### src/rtl/audio_codec_config_pkg.sv
// Shared types and constants for the WM8731 configuration sequencer:
// FSM states, codec register map and the init-table entry layout.
package audio_cfg_pkg;

  localparam int CLK_DIV_DEF = 125;
  localparam logic [6:0] DEV_ADDR = 7'h1A;
  localparam logic [7:0] ADDR_WR = {DEV_ADDR, 1'b0};
  localparam int NUM_INIT = 11;
  localparam int IDX_W = 4;

  typedef enum logic [2:0] {
    S_IDLE,
    S_LOAD,
    S_START,
    S_DATA,
    S_ACK,
    S_STOP,
    S_GAP
  } state_t;

  // WM8731 register addresses
  localparam logic [6:0] R_LLIN   = 7'h00;
  localparam logic [6:0] R_RLIN   = 7'h01;
  localparam logic [6:0] R_LHP    = 7'h02;
  localparam logic [6:0] R_RHP    = 7'h03;
  localparam logic [6:0] R_APATH  = 7'h04;
  localparam logic [6:0] R_DPATH  = 7'h05;
  localparam logic [6:0] R_PWR    = 7'h06;
  localparam logic [6:0] R_DAIF   = 7'h07;
  localparam logic [6:0] R_SRATE  = 7'h08;
  localparam logic [6:0] R_ACTIVE = 7'h09;
  localparam logic [6:0] R_RESET  = 7'h0F;

  typedef struct packed {
    logic [6:0] addr;
    logic [8:0] data;
  } init_entry_t;

endpackage

### src/rtl/audio_codec_config_if.sv
// Host request handshake plus the open-drain I2C pin controls.
interface audio_codec_config_if;
  logic       req_valid;
  logic [6:0] req_addr;
  logic [8:0] req_data;
  logic       req_ready;
  logic       i2c_scl;
  logic       i2c_sda_oe;
  logic       i2c_sda_in;

  modport master (
    output req_valid, req_addr, req_data, i2c_sda_in,
    input  req_ready, i2c_scl, i2c_sda_oe
  );

  modport slave (
    input  req_valid, req_addr, req_data, i2c_sda_in,
    output req_ready, i2c_scl, i2c_sda_oe
  );
endinterface

### src/rtl/audio_codec_config_codec_reg_rom.sv
// Power-up register table for the WM8731, indexed combinationally.
module codec_reg_rom
  import audio_cfg_pkg::*;
(
  input  logic [IDX_W-1:0] index,
  output init_entry_t      entry
);
  always_comb begin
    entry = '0;
    case (index)
      4'd0:    entry = '{addr: R_RESET,  data: 9'h000};
      4'd1:    entry = '{addr: R_PWR,    data: 9'h000};
      4'd2:    entry = '{addr: R_LLIN,   data: 9'h017};
      4'd3:    entry = '{addr: R_RLIN,   data: 9'h017};
      4'd4:    entry = '{addr: R_LHP,    data: 9'h079};
      4'd5:    entry = '{addr: R_RHP,    data: 9'h079};
      4'd6:    entry = '{addr: R_APATH,  data: 9'h012};
      4'd7:    entry = '{addr: R_DPATH,  data: 9'h000};
      4'd8:    entry = '{addr: R_DAIF,   data: 9'h042};
      4'd9:    entry = '{addr: R_SRATE,  data: 9'h000};
      4'd10:   entry = '{addr: R_ACTIVE, data: 9'h001};
      default: entry = '0;
    endcase
  end
endmodule

### src/rtl/audio_codec_config.sv
// I2C write sequencer for the WM8731: runs the init table on start or sends
// one host register write, each as a 3-byte frame with ACK checking.
//
// state | meaning
// IDLE  | bus released, waiting for start or req_valid
// LOAD  | latch next frame (table entry or host request)
// START | SDA low while SCL high for 2 phases
// DATA  | shift one byte out MSB first
// ACK   | release SDA, sample slave ACK at end of phase 2
// STOP  | SDA low, SCL rises, SDA released 2 phases later
// GAP   | one bit time of idle bus between frames
module audio_codec_config
  import audio_cfg_pkg::*;
#(
  parameter int CLK_DIV = CLK_DIV_DEF
) (
  input  logic                 CLOCK_50,
  input  logic                 Reset,
  input  logic                 start,
  output logic                 busy,
  output logic                 init_done,
  output logic                 nack_err,
  audio_codec_config_if.slave  bus
);
  localparam int CNT_W = (CLK_DIV > 1) ? $clog2(CLK_DIV) : 1;
  localparam logic [CNT_W-1:0] PH_RELOAD = CNT_W'(CLK_DIV - 1);
  localparam logic [IDX_W-1:0] LAST_IDX = IDX_W'(NUM_INIT - 1);

  state_t           state;
  logic [CNT_W-1:0] ph_cnt;
  logic [1:0]       phase;
  logic             tc;
  logic [2:0]       bit_cnt;
  logic [1:0]       byte_cnt;
  logic [23:0]      frame;
  logic [IDX_W-1:0] index;
  logic             init_mode;
  logic             nack_q;
  logic [6:0]       req_addr_q;
  logic [8:0]       req_data_q;
  logic             scl_q;
  logic             oe_q;
  logic [1:0]       sda_sync;
  logic             accept;
  init_entry_t      rom_entry;

  codec_reg_rom u_rom (
    .index (index),
    .entry (rom_entry)
  );

  assign tc             = (ph_cnt == '0);
  assign accept         = (state == S_IDLE) && bus.req_valid && !start;
  // Gated by Reset so a held request cannot show ready while in reset.
  assign bus.req_ready  = Reset && accept;
  assign bus.i2c_scl    = scl_q;
  assign bus.i2c_sda_oe = oe_q;

  always_ff @(posedge CLOCK_50 or negedge Reset) begin
    if (!Reset) sda_sync <= 2'b11;
    else        sda_sync <= {sda_sync[0], bus.i2c_sda_in};
  end

  always_ff @(posedge CLOCK_50 or negedge Reset) begin
    if (!Reset) begin
      state      <= S_IDLE;
      ph_cnt     <= '0;
      phase      <= '0;
      bit_cnt    <= '0;
      byte_cnt   <= '0;
      frame      <= '0;
      index      <= '0;
      init_mode  <= 1'b0;
      nack_q     <= 1'b0;
      req_addr_q <= '0;
      req_data_q <= '0;
      scl_q      <= 1'b1;
      oe_q       <= 1'b0;
      busy       <= 1'b0;
      init_done  <= 1'b0;
      nack_err   <= 1'b0;
    end else begin
      if (state != S_IDLE && state != S_LOAD) begin
        if (tc) begin
          ph_cnt <= PH_RELOAD;
          phase  <= phase + 2'd1;
        end else begin
          ph_cnt <= ph_cnt - 1'b1;
        end
      end

      case (state)
        S_IDLE: begin
          scl_q <= 1'b1;
          oe_q  <= 1'b0;
          if (start) begin
            index     <= '0;
            init_done <= 1'b0;
            nack_err  <= 1'b0;
            init_mode <= 1'b1;
            busy      <= 1'b1;
            state     <= S_LOAD;
          end else if (accept) begin
            req_addr_q <= bus.req_addr;
            req_data_q <= bus.req_data;
            init_mode  <= 1'b0;
            busy       <= 1'b1;
            state      <= S_LOAD;
          end
        end

        S_LOAD: begin
          frame  <= init_mode ? {ADDR_WR, rom_entry.addr, rom_entry.data}
                              : {ADDR_WR, req_addr_q, req_data_q};
          nack_q <= 1'b0;
          ph_cnt <= PH_RELOAD;
          phase  <= '0;
          scl_q  <= 1'b1;
          oe_q   <= 1'b1;
          state  <= S_START;
        end

        S_START: begin
          if (tc && phase == 2'd1) begin
            phase    <= '0;
            scl_q    <= 1'b0;
            oe_q     <= ~frame[23];
            bit_cnt  <= 3'd7;
            byte_cnt <= 2'd2;
            state    <= S_DATA;
          end
        end

        S_DATA: begin
          if (tc && phase == 2'd1) scl_q <= 1'b1;
          if (tc && phase == 2'd3) begin
            scl_q <= 1'b0;
            frame <= {frame[22:0], 1'b0};
            if (bit_cnt == '0) begin
              oe_q  <= 1'b0;
              state <= S_ACK;
            end else begin
              bit_cnt <= bit_cnt - 1'b1;
              oe_q    <= ~frame[22];
            end
          end
        end

        S_ACK: begin
          if (tc && phase == 2'd1) scl_q <= 1'b1;
          if (tc && phase == 2'd2) nack_q <= sda_sync[1];
          if (tc && phase == 2'd3) begin
            scl_q <= 1'b0;
            if (nack_q || byte_cnt == '0) begin
              nack_err <= nack_err | nack_q;
              oe_q     <= 1'b1;
              state    <= S_STOP;
            end else begin
              byte_cnt <= byte_cnt - 1'b1;
              bit_cnt  <= 3'd7;
              oe_q     <= ~frame[23];
              state    <= S_DATA;
            end
          end
        end

        S_STOP: begin
          if (tc && phase == 2'd1) scl_q <= 1'b1;
          if (tc && phase == 2'd3) begin
            oe_q  <= 1'b0;
            state <= S_GAP;
          end
        end

        S_GAP: begin
          if (tc && phase == 2'd3) begin
            if (init_mode && !nack_q && index != LAST_IDX) begin
              index <= index + 1'b1;
              state <= S_LOAD;
            end else begin
              if (init_mode && !nack_q) init_done <= 1'b1;
              init_mode <= 1'b0;
              busy      <= 1'b0;
              state     <= S_IDLE;
            end
          end
        end

        default: begin
          scl_q <= 1'b1;
          oe_q  <= 1'b0;
          busy  <= 1'b0;
          state <= S_IDLE;
        end
      endcase
    end
  end
endmodule

### src/flat_wrapper.sv
// flat-port wrapper written by rule: the top's interface ports become plain ports
module audio_codec_config_flat import audio_cfg_pkg::*;
#(
  parameter int CLK_DIV = CLK_DIV_DEF
)
  (CLOCK_50, Reset, start, busy, init_done, nack_err, bus_req_valid, bus_req_addr, bus_req_data, bus_i2c_sda_in, bus_req_ready, bus_i2c_scl, bus_i2c_sda_oe);
  audio_codec_config_if bus_i ();
  input  logic CLOCK_50;
  input  logic Reset;
  input  logic start;
  output logic busy;
  output logic init_done;
  output logic nack_err;
  input wire logic [$bits(bus_i.req_valid)-1:0] bus_req_valid;
  input wire logic [$bits(bus_i.req_addr)-1:0] bus_req_addr;
  input wire logic [$bits(bus_i.req_data)-1:0] bus_req_data;
  input wire logic [$bits(bus_i.i2c_sda_in)-1:0] bus_i2c_sda_in;
  output wire logic [$bits(bus_i.req_ready)-1:0] bus_req_ready;
  output wire logic [$bits(bus_i.i2c_scl)-1:0] bus_i2c_scl;
  output wire logic [$bits(bus_i.i2c_sda_oe)-1:0] bus_i2c_sda_oe;
  assign bus_i.req_valid = bus_req_valid;
  assign bus_i.req_addr = bus_req_addr;
  assign bus_i.req_data = bus_req_data;
  assign bus_i.i2c_sda_in = bus_i2c_sda_in;
  assign bus_req_ready = bus_i.req_ready;
  assign bus_i2c_scl = bus_i.i2c_scl;
  assign bus_i2c_sda_oe = bus_i.i2c_sda_oe;
  audio_codec_config #(.CLK_DIV(CLK_DIV)) u_core (.CLOCK_50(CLOCK_50), .Reset(Reset), .start(start), .busy(busy), .init_done(init_done), .nack_err(nack_err), .bus(bus_i));
endmodule
### config.mk
export PLATFORM = sky130hd
export DESIGN_NAME = audio_codec_config_flat
export DESIGN_NICKNAME = d
export VERILOG_FILES = /design/src/rtl/audio_codec_config_pkg.sv /design/src/rtl/audio_codec_config_if.sv /design/src/rtl/audio_codec_config_codec_reg_rom.sv /design/src/rtl/audio_codec_config.sv /design/src/flat_wrapper.sv
export SDC_FILE = /design/constraint.sdc
export NUM_CORES = 1
export LEC_CHECK = 0
export ABC_AREA = 0
export BUFFER_PORTS_ARGS = -buffer_cell sky130_fd_sc_hd__buf_2
export CAP_MARGIN = 20
export CORE_AREA = 4 4 97 99
export DETAILED_ROUTE_END_ITERATION = 16
export DIE_AREA = 0 0 101 103
export GPL_ROUTABILITY_DRIVEN = 0
export GPL_TIMING_DRIVEN = 0
export SLEW_MARGIN = 10
export SYNTH_ARGS = -nofsm -noshare
export SYNTH_HDL_FRONTEND = slang
export SYNTH_SLANG_ARGS = --single-unit
export TNS_END_PERCENT = 5
### constraint.sdc
create_clock -name CLOCK_50 -period 4.3 [get_ports CLOCK_50]
set_clock_uncertainty 0.1 [all_clocks]
set_input_delay 0 -clock CLOCK_50 [delete_from_list [all_inputs] [get_ports CLOCK_50]]
set_output_delay 0 -clock CLOCK_50 [all_outputs]
set_load 0.01 [all_outputs]
# Yosys cells after proc, flatten, opt, wreduce, memory -nomap -nowiden
# Memories as Yosys holds them, arrays and structs flattened.
# Cells that the tools add are included.
[word_totals] romBits=176 out_inout_bits=6 memories=1 reg_bits=70
[mem_list] name="(no name shown)" words=16 width=11 rd=1 rd_clocked_by_memory_dff=0 write_ports=0 line_no="audio_codec_config_codec_reg_rom.sv:10" text="case (index)"
[op_classes] n_mux=64 n_bitwise=6 n_reduce_logical=39 eq_ne=26 addsub=5
[ops] cell="24-bit one-hot mux with 2 select lines" count=1
[ops] cell="3-bit two-way mux" count=14
[ops] cell="24-bit two-way mux" count=1
[ops] cell="1-bit two-way mux" count=23
[ops] cell="7-bit two-way mux" count=3
[ops] cell="3-bit one-hot mux with 7 select lines" count=1
[ops] cell="2-bit by 1-bit != test with 1-bit output (second input constant)" count=10
[ops] cell="4-bit AND reduction" count=5
[ops] cell="16-bit two-way mux" count=1
[ops] cell="2-bit two-way mux" count=6
[ops] cell="4-bit two-way mux" count=3
[ops] cell="2-bit nonzero test" count=6
[ops] cell="5-bit AND reduction" count=2
[ops] cell="3-bit equality test (second input constant)" count=3
[ops] cell="1-bit logical AND" count=9
[ops] cell="3-bit one-hot mux with 3 select lines" count=1
[ops] cell="2-bit != test (second input constant)" count=4
[ops] cell="1-bit one-hot mux with 2 select lines" count=4
[ops] cell="2-bit one-hot mux with 2 select lines" count=2
[ops] cell="4-bit one-hot mux with 2 select lines" count=1
[ops] cell="7-bit zero test" count=1
[ops] cell="7-bit AND reduction" count=1
[ops] cell="7-bit by 1-bit subtractor with 7-bit output (second input constant)" count=1
[ops] cell="3-bit by 2-bit equality test with 1-bit output (second input constant)" count=2
[ops] cell="25 further kinds" count=35

# Longest topological paths before layout
# Gate-level depths: netlist of run 1.
[logic_depth] word_depth=6 ltp_mapped=8 ltp_nobuf=7

# Modules after synthesis
# A second synthesis of run 1 with hierarchy kept.
[hier_totals] hier_cells=409 area_unflattened_um2=4015.1
[modules_own_cells] module="audio_codec_config" n_inst=1 area_each_um2=3727.3 seq_area_each_um2=1755.4 cells_per_inst=371
[modules_own_cells] module="codec_reg_rom" n_inst=1 area_each_um2=287.8 seq_area_each_um2=0.0 cells_per_inst=38

# Worst setup path before layout of run 1
# OpenSTA, ideal clock, no wires.
[synth_path] kind="reg2reg" start="register u_core.ph_cnt[3]" end="register u_core.oe_q (netlist: u_core.bus.i2c_sda_oe)" setup_time_ns=0.128 t_arrival_ns=1.782 slack_ns=2.290 required_ns=4.072 n_path_buf=1 path_stages_with_launch=7 path_cell_list="dfrtp_1 -> nor4_4 -> and2_4 -> buf_4 -> a21oi_1 -> o221ai_1 -> mux2_1"
[synth_via] elab_chain_len=4 elab_cells_between_ends=8
[synth_rtl] item="start: declaration" line_no="audio_codec_config.sv:30" text="logic [CNT_W-1:0] ph_cnt;"
[synth_rtl] item="start signal: assignment" line_no="audio_codec_config.sv:88" text="ph_cnt <= ph_cnt - 1'b1;"
[synth_rtl] item="7-bit zero test (*)" line_no="audio_codec_config.sv:52" text="assign tc = (ph_cnt == '0);"
[synth_rtl] item="1-bit logical AND (on tied branches)"
[synth_rtl] item="2-bit by 1-bit != test with 1-bit output (no source line)"
[synth_rtl] item="5-bit AND reduction (no source line) (*)"
[synth_rtl] item="end signal: assignment" line_no="audio_codec_config.sv:127" text="oe_q <= ~frame[23];"
[synth_rtl] item="end signal: assignment" line_no="audio_codec_config.sv:144" text="oe_q <= ~frame[22];"
[synth_rtl] item="end signal: assignment" line_no="audio_codec_config.sv:161" text="oe_q <= ~frame[23];"
[synth_rtl] item="end: declaration" line_no="audio_codec_config.sv:42" text="logic oe_q;"
# Mark *: on every way between the ends. The rest lies on a longest branch, timed or not.
# A chain may end at the register's enable or synchronous reset.

# Worst setup path in the final report of run 1
[layout_path] start="register u_core.ph_cnt[2]" end="register u_core.oe_q (netlist: u_core.bus.i2c_sda_oe)"
# Same word-level chain as after synthesis.

==> impl_results.md, run 1 <==
- Synth Register Bits: 70
- Synth area leader: dfrtp_1
- Largest net degree at the start of global routing: 39
- Die W: roughly 100 µm
- Delay-heaviest family, CP: simple AND/OR/NAND/NOR gates
- First-pass GRT wire length: between 10 and 15 mm
- Initial drt markers: 175
- Final Util: 0.523
- Slew @ Worst Pin: between 600 and 700 ps
- Clock tree buffer depth: 2
- CP max stage cell: nor4_4
- Drt first pass iters: 5
- Number of flops mapped to enable cells by yosys: 0
- PwrDens: slightly above 600 nW/µm²
- Vias in the first global route: 3039
- Clock Latency Late Sink: about 340 ps
- Row count: 34
- Post-route setup TNS: 0 ps
- Main synth FF type: dfrtp_1
- DR WL met2: between 3 and 4 mm
- CP Buf/Inv Count: 1
- Die Footprint: 10400 µm²
- Fin. max-slew vios: 0
- Clock transition at the registers of the reported paths: 80 ps
- Leak Pwr: between 1.5 and 2 nW
- Hold Vio Cnt, Final: 0
- Hpwl dp: 6.06 mm
- Final antenna-violating net count: 0
- Asr flop ratio synth: 1.00
- Sequential cell area fraction in the yosys report: 0.467
- Initial Util: 0.440
- Post-CTS setup buffers: 0
- Initial antenna violation count: 0
- Overall power: 2.70 mW
- Num Clock Sinks: 70
- Clk root buf: clkbuf_8
- Worst Path Arrival: about 2500 ps
- TritonCTS clock tree: built
- Worst setup margin: approximately 1900 ps
- Metal-1 WL: between 4 and 5 mm
- Pre-CTS WS: about 2000 ps
- GRT overflow: 0
- Wire per inst: around 16 µm
- Max incr delay on CP: 580 ps
- Area Overhead vs Synth: 18.9%
- Slew HR: 0.587
- Total GRT Usage: 0.180
- Uppermost layer routed: met4
- Cell Area, Synth: ~3800 µm²
- Worst path required time: ~4400 ps
- Vias: around 3100
- Min Tclk post-route: 2360 ps
- Largest cells by area after synthesis: dfrtp_1 45%, ha_1 5.3%, o21ai_0 4.9%, mux2_2 4.8%, a21oi_1 4.1%
- Most common library cells after synthesis: 67 x dfrtp_1, 37 x o21ai_0, 32 x nor2_1
- Worst setup SP type: flop
- Tcrit/Tclk final: 0.550
- WL met3: between 200 and 300 µm
- Syn_area_per_cell: 9.72 µm²
- Max-cap viol count: 0
- Setup crit end kind: flop
- Top-count cell post-synth: dfrtp_1
- Netlist cell types: 59
- Setup-failing EPs final: 0
- Worst VDD drop: 264 µV
- Share of cells above drive strength 1: 0.174
- Total wire length: about 8.7 mm
- Type of the worst setup path: flop to flop
- Worst-path maximum fanout: 10
- Die Y: 103 µm
- Synth Instances: 387
- Antenna Cells: 0
- IO Pins: 27
- RSZ-0062 raised after global routing: no
- CTS Buf Count: 9
- Class of the worst hold path: primary input to async pin
- # fillers: slightly below 800
- Post-synthesis net count: roughly 420
- Crit-path cells: nor4_4, and2_4, buf_4, a21oi_1, o221ai_1, mux2_1
- Nets: 480
- Yosys top cell area share: 0.446
- Remaining DRCs: 0
- IO buf count: 26
- Via density: about 5.5
- H-tree Lvls: 3
- Core Area: 8550 µm²
- Ys Warns: 0
- Max Clock Freq: around 420 MHz
- Outcome: complete, no violations
-- area by class of cell --
cell class	count	area [µm²]	share of cell area
clock buffers	12	165	0.0370
plain buffers	19	86.3	0.0193
flip-flops and latches	70	1760	0.393
multi-input cells	276	1840	0.411
inverters	22	82.6	0.0185
well taps	108	135	0.0302
repair buffers	45	333	0.0745
clock inverters	4	76.3	0.0171
-- path summary, 6_finish.rpt --
path | start | endpoint | slack, ps | cells after the start
worst max-delay path | u_core.ph_cnt[2]$_DFFE_PN0P_ | u_core.bus.i2c_sda_oe$_DFFE_PN0P_ | 1940 | 6
worst min-delay path | Reset | u_core.ph_cnt[3]$_DFFE_PN0P_ | 40 | 2
worst max register to register | u_core.ph_cnt[2]$_DFFE_PN0P_ | u_core.bus.i2c_sda_oe$_DFFE_PN0P_ | 1940 | 6
worst min register to register | u_core.sda_sync[0]$_DFF_PN1_ | u_core.sda_sync[1]$_DFF_PN1_ | 260 | 0
max in group asynchronous | Reset | u_core.bus.i2c_scl$_DFFE_PN1P_ | 3450 | 3
min in group CLOCK_50 | start | u_core.nack_err$_DFFE_PN0P_ | 60 | 4
-- kinds of logic after synthesis --
| logic type | Yosys count | share of synthesized area |
|---|---|---|
| DFF | 70 | 0.467 |
| xor gates and xnor gates | 1 | 0.00233 |
| adders and majority gates | 16 | 0.0532 |
| and+or+nand+nor | 108 | 0.145 |
| AOI/OAI and AO/OA | 126 | 0.216 |
| buffers and inverters | 41 | 0.0449 |
| muxes | 25 | 0.0722 |
-- per-stage QoR --
stage,std cells,instance area [µm²],hold WS [ps]
after detailed placement,522,4050,-120
after floorplan,387,3760,-396
after global routing,556,4470,70.3
after global placement,521,4030,4.35
final,556,4470,40.0
after CTS,556,4470,45.1
-- registers in the layout, indices dropped and copies added (netlist names), 3 cells and up --
| register | count |
|---|---|
| u_core.req_addr_q | 7 |
| u_core.ph_cnt | 7 |
| u_core.frame | 24 |
| u_core.index | 4 |
| u_core.bit_cnt | 3 |
| u_core.req_data_q | 9 |
| u_core.state | 3 |
-- power by group --
group | total, mW | internal [mW] | switching [mW]
logic | 1.06 | 0.418 | 0.643
registers | 0.997 | 0.857 | 0.141
clock network | 0.638 | 0.377 | 0.261
total | 2.70 | 1.65 | 1.05
-- placed cells by master, fill, tap and decap left out, drive strengths merged, types with 5 or more instances in the layout --
cell         instances
clkbuf              22
a22o                 5
dlygate4sd3         18
mux2                17
dfrtp               67
or3                  5
ha                  16
buf                 36
mux2i                8
nor2                32
nand2               30
nor2b                5
a31oi               10
nor3                 7
a21oi               32
nand3                7
o211ai               5
and3                 5
inv                 21
o21ai               39
-- repair_timing --
action | 4_1_cts | 5_1_grt
hold buffers | 18 | 0
resized for setup | 0 | 0
hold endpoints to repair | 84 | 0
-- layer usage --
| metal | up-vias | track usage |
|---|---|---|
| met5 | - | 0 |
| met4 | 0 | 0.0573 |
| met3 | 9 | 0.0311 |
| met2 | 52 | 0.275 |
| met1 | 1488 | 0.262 |
| li1 | 1508 | - |
Power figures use the tool's default switching activity.
==> run 2, diff against run 1 <==
Settings changed: ABC_AREA 0 to 1, CORE_AREA 4 4 97 99 to 4 4 98 100, DIE_AREA 0 0 101 103 to 0 0 102 104.
Clock period 4.3 ns to 2 ns, I/O delays scaled along.
==> run 2 against run 1 <==
  * Sequential power rose by 120%
  * Wire length fell by 0.13%
  * Final cell count rose by 18%
  * Critical endpoint is now u_core.frame[3]$_DFFE_PN0P_
  * Design area rose by 2.6%
  * Non-clock buffer count fell by 2
  * Combinational power rose to 2.7 times the previous value
  * Sequential share of layout area fell by 0.96 points
  * Die area rose by 2.0%
  * Area after synthesis rose by 2.3%
==> impl_results.md, run 2 <==
- Outcome: complete, no violations (unchanged)
- Antenna Cells: 0 (unchanged)
- Final antenna-violating net count: 0 (unchanged)
- Max incr delay on CP: 520 ps (was 580 ps)
- H-tree Lvls: 3 (unchanged)
- Worst setup startpoint: u_core.state[0]$_DFFE_PN0P_ (was u_core.ph_cnt[2]$_DFFE_PN0P_)
- Initial Util: 0.443 (was 0.440)
- Commonest cells after routing, fill and taps aside: 139 x nand2_1, 66 x dfrtp_1, 63 x inv_1, 50 x o21ai_0, 29 x buf_2 (was 67 x dfrtp_1, 37 x o21ai_0, 32 x nor2_1, 31 x a21oi_1)
- RSZ-0062 raised after global routing: yes (was no)
- Total wire length: 8.67 mm (was 8.68 mm)
- Remaining DRCs: 0 (unchanged)
- Leak Pwr: 2.31 nW (was 1.98 nW)
- Synth Instances: 485 (was 387)
- Number of flops mapped to enable cells by yosys: 0 (unchanged)
- Pre-CTS WS: 43.6 ps (was 1970 ps)
- Max-cap viol count: 0 (unchanged)
- Worst setup SP type: flop (unchanged)
- Vias in the first global route: 3205 (was 3039)
- Tcrit/Tclk final: 0.900 (was 0.550)
- Ys Warns: 0 (unchanged)
- Die Footprint: 10600 µm² (was 10400 µm²)
- Largest register FFs: 24 (unchanged)
- Comb pwr share: 0.446 (was 0.394)
- Vias: 3243 (was 3057)
- Min Tclk post-route: 1800 ps (was 2360 ps)
- Row count: 34 (unchanged)
- TritonCTS clock tree: built (unchanged)
- Clock transition at the registers of the reported paths: 90 ps (was 80 ps)
- Class of the worst hold path: primary input to async pin (unchanged)
- Total GRT Usage: 0.176 (was 0.180)
- Slew @ Worst Pin: 500 ps (was 618 ps)
- Post-synthesis net count: 522 (was 424)
- Part of the power in registers: 0.348 (was 0.370)
- Clock Latency Late Sink: 340 ps (about the same)
- Top reg by flops: u_core.frame (unchanged)
- Hpwl dp: 6.20 mm (was 6.06 mm)
- Final Instance Count excl. Fillers: 657 (was 556)
- Area Overhead vs Synth: 19.2% (was 18.9%)
- Worst Path Arrival: 1990 ps (was 2490 ps)
- Setup crit end kind: flop (unchanged)
- Worst VDD drop: 579 µV (was 264 µV)
- Commonest non-fill, non-tap cell in the layout: nand2_1 (was dfrtp_1)
- Synth Register Bits: 70 (unchanged)
- Sw Share: 0.420 (was 0.388)
- Initial drt markers: 165 (was 175)
- Num Clock Sinks: 70 (unchanged)
- Largest cells by area after synthesis: dfrtp_1 44%, nand2_1 14%, o21ai_0 6.5%, inv_1 6.2%, ha_1 5.2% (was dfrtp_1 45%, ha_1 5.3%, o21ai_0 4.9%, mux2_2 4.8%, a21oi_1 4.1%)
- Die Y: 104 µm (was 103 µm)
- Max Clock Freq: 555 MHz (was 423 MHz)
- GRT overflow: 0 (unchanged)
- Main synth FF type: dfrtp_1 (unchanged)
- PwrDens: 1400 nW/µm² (was 603 nW/µm²)
- Synth area leader: dfrtp_1 (unchanged)
- Nets: 581 (was 480)
- Sequential cell area fraction in the yosys report: 0.457 (was 0.467)
- Fin. max-slew vios: 0 (unchanged)
- Worst r2r src: u_core.state[0]$_DFFE_PN0P_ (was u_core.ph_cnt[2]$_DFFE_PN0P_)
- Inst Count DP: 620 (was 522)
- CTS Buf Count: 9 (unchanged)
- Drt first pass iters: 4 (was 5)
- Hold Vio Cnt, Final: 0 (unchanged)
- Clk network pwr share: 0.206 (was 0.237)
- Cell Area, Synth: 3840 µm² (was 3760 µm²)
- Initial antenna violation count: 0 (unchanged)
- Worst setup margin: 200 ps (was 1940 ps)
- Asr flop ratio synth: 1.00 (unchanged)
- Clock tree buffer depth: 2 (unchanged)
- Worst-path maximum fanout: 10 (unchanged)
- Most common cell on crit path: nand2_1
- Via density: 4.94 (was 5.50)
- IO buf count: 26 (unchanged)
- FF-to-FF setup slack: 200 ps (was 1940 ps)
- Delay-heaviest family, CP: simple AND/OR/NAND/NOR gates (unchanged)
- Net Sw Power: 2.69 mW (was 1.05 mW)
- First-pass GRT wire length: 15.0 mm (was 14.8 mm)
- CP Buf/Inv Count: 2 (was 1)
- Core Area: 8680 µm² (was 8550 µm²)
- Crit-path cells: nand2_2, nor2_4, inv_2, buf_2, o21ai_0, nand2_1, nand2_1 (was nor4_4, and2_4, buf_4, a21oi_1, o221ai_1, mux2_1)
- Post-route setup TNS: 0 ps (unchanged)
- Clk root buf: clkbuf_8 (unchanged)
- Largest net degree at the start of global routing: 48 (was 39)
- Most common library cells after synthesis: 139 x nand2_1, 67 x dfrtp_1, 64 x inv_1 (was 67 x dfrtp_1, 37 x o21ai_0, 32 x nor2_1)
- Biggest regs: u_core.frame (24), u_core.req_data_q (9) (unchanged)
- Slew HR: 0.667 (was 0.587)
- Worst path required time: 2180 ps (was 4420 ps)
- Pint: 3.71 mW (was 1.65 mW)
- Setup-failing EPs final: 0 (unchanged)
- Worst Hold Margin: 12.0 ps (was 40.0 ps)
- Type of the worst setup path: flop to flop (unchanged)
- Top-count cell post-synth: nand2_1 (was dfrtp_1)
- Syn_area_per_cell: 7.93 µm² (was 9.72 µm²)
- Yosys top cell area share: 0.436 (was 0.446)
- CP max stage cell: dfrtp_1 (was nor4_4)
- Share of cells above drive strength 1: 0.166 (was 0.174)
- Wire per inst: 13.2 µm (was 15.6 µm)
- Netlist cell types: 34 (was 59)
- IO Pins: 27 (unchanged)
- Die W: 102 µm (was 101 µm)
==> run 2: cell types whose count changed after synthesis, moves of 6 or more <==
cell      before  now
nand2_1       30  139
inv_1         20   64
a21oi_1       31   13
nand3_1        7   24
nand4_1        1   14
o21ai_0       37   50
a31oi_1        9    0
mux2_2        16    7
mux2i_1        8    0
clkbuf_1       9    3
nor2_1        32   26
==> run 2: power groups by stage <==
stage                     clock network [mW]  registers, mW  logic (mW)
after floorplan                            0           2.19        2.15
after global placement                     0           2.24        2.76
after detailed placement                   0           2.25        2.82
after CTS                               1.36           2.22        2.86
after global routing                    1.44           2.29        3.30
final                                   1.32           2.23        2.85
==> run 2: metrics by stage <==
stage	power (mW)	util	instance area [µm²]
final	6.40	0.528	4580
after global routing	7.02	0.528	4580
after CTS	6.45	0.525	4560
after detailed placement	5.07	0.477	4140
after global placement	5.00	0.474	4110
after floorplan	4.34	-	3840
==> run 2: kinds of logic (layout without fill, tap and decap cells) <==
group / count (synthesis) / count (layout) / share of synthesized area
AOI/OAI and AO/OA: 82 / 82 / 0.114
muxes: 7 / 7 / 0.0205
and+or+nand+nor: 223 / 223 / 0.257
buffers and inverters: 83 / 147 / 0.0908
xor gates and xnor gates: 4 / 4 / 0.00911
DFF: 70 / 70 / 0.457
adders and majority gates: 16 / 16 / 0.0521
==> run 2: area by class of cell <==
cell class | count | area (µm²)
clock inverter | 7 | 104
sequential | 70 | 1760
multi-input combinational | 332 | 1750
inverter | 69 | 259
timing repair buffer | 48 | 365
tap | 108 | 135
fill | 838 | 4090
clock buffer | 9 | 124
buffer | 14 | 92.6
==> run 2: worst paths after layout <==
path | endpoint | cells after the start
max in group asynchronous | u_core.state[2]$_DFFE_PN0P_ | 3
worst min register to register | u_core.sda_sync[1]$_DFF_PN1_ | 0
worst min-delay path | u_core.index[3]$_DFFE_PN0P_ | 2
min in group CLOCK_50 | u_core.busy$_DFFE_PN0P_ | 5
worst max-delay path | u_core.frame[3]$_DFFE_PN0P_ | 7
worst max register to register | u_core.frame[3]$_DFFE_PN0P_ | 7
==> run 2: metal layers <==
metal | track usage | vias to the layer above | wire length [µm]
met5 | 0 | - | 0
met4 | 0.0431 | 0 | 65
met3 | 0.0463 | 6 | 358
met2 | 0.279 | 62 | 4090
met1 | 0.237 | 1498 | 4160
li1 | - | 1677 | -
==> run 2: repair_timing <==
item / in CTS / in global routing
resized for setup: 0 / 5
buffers inserted: 0 / 2
hold buffers: 19 / 0
hold endpoints to repair: 88 / 0
endpoints found under the setup margin: 0 / 46
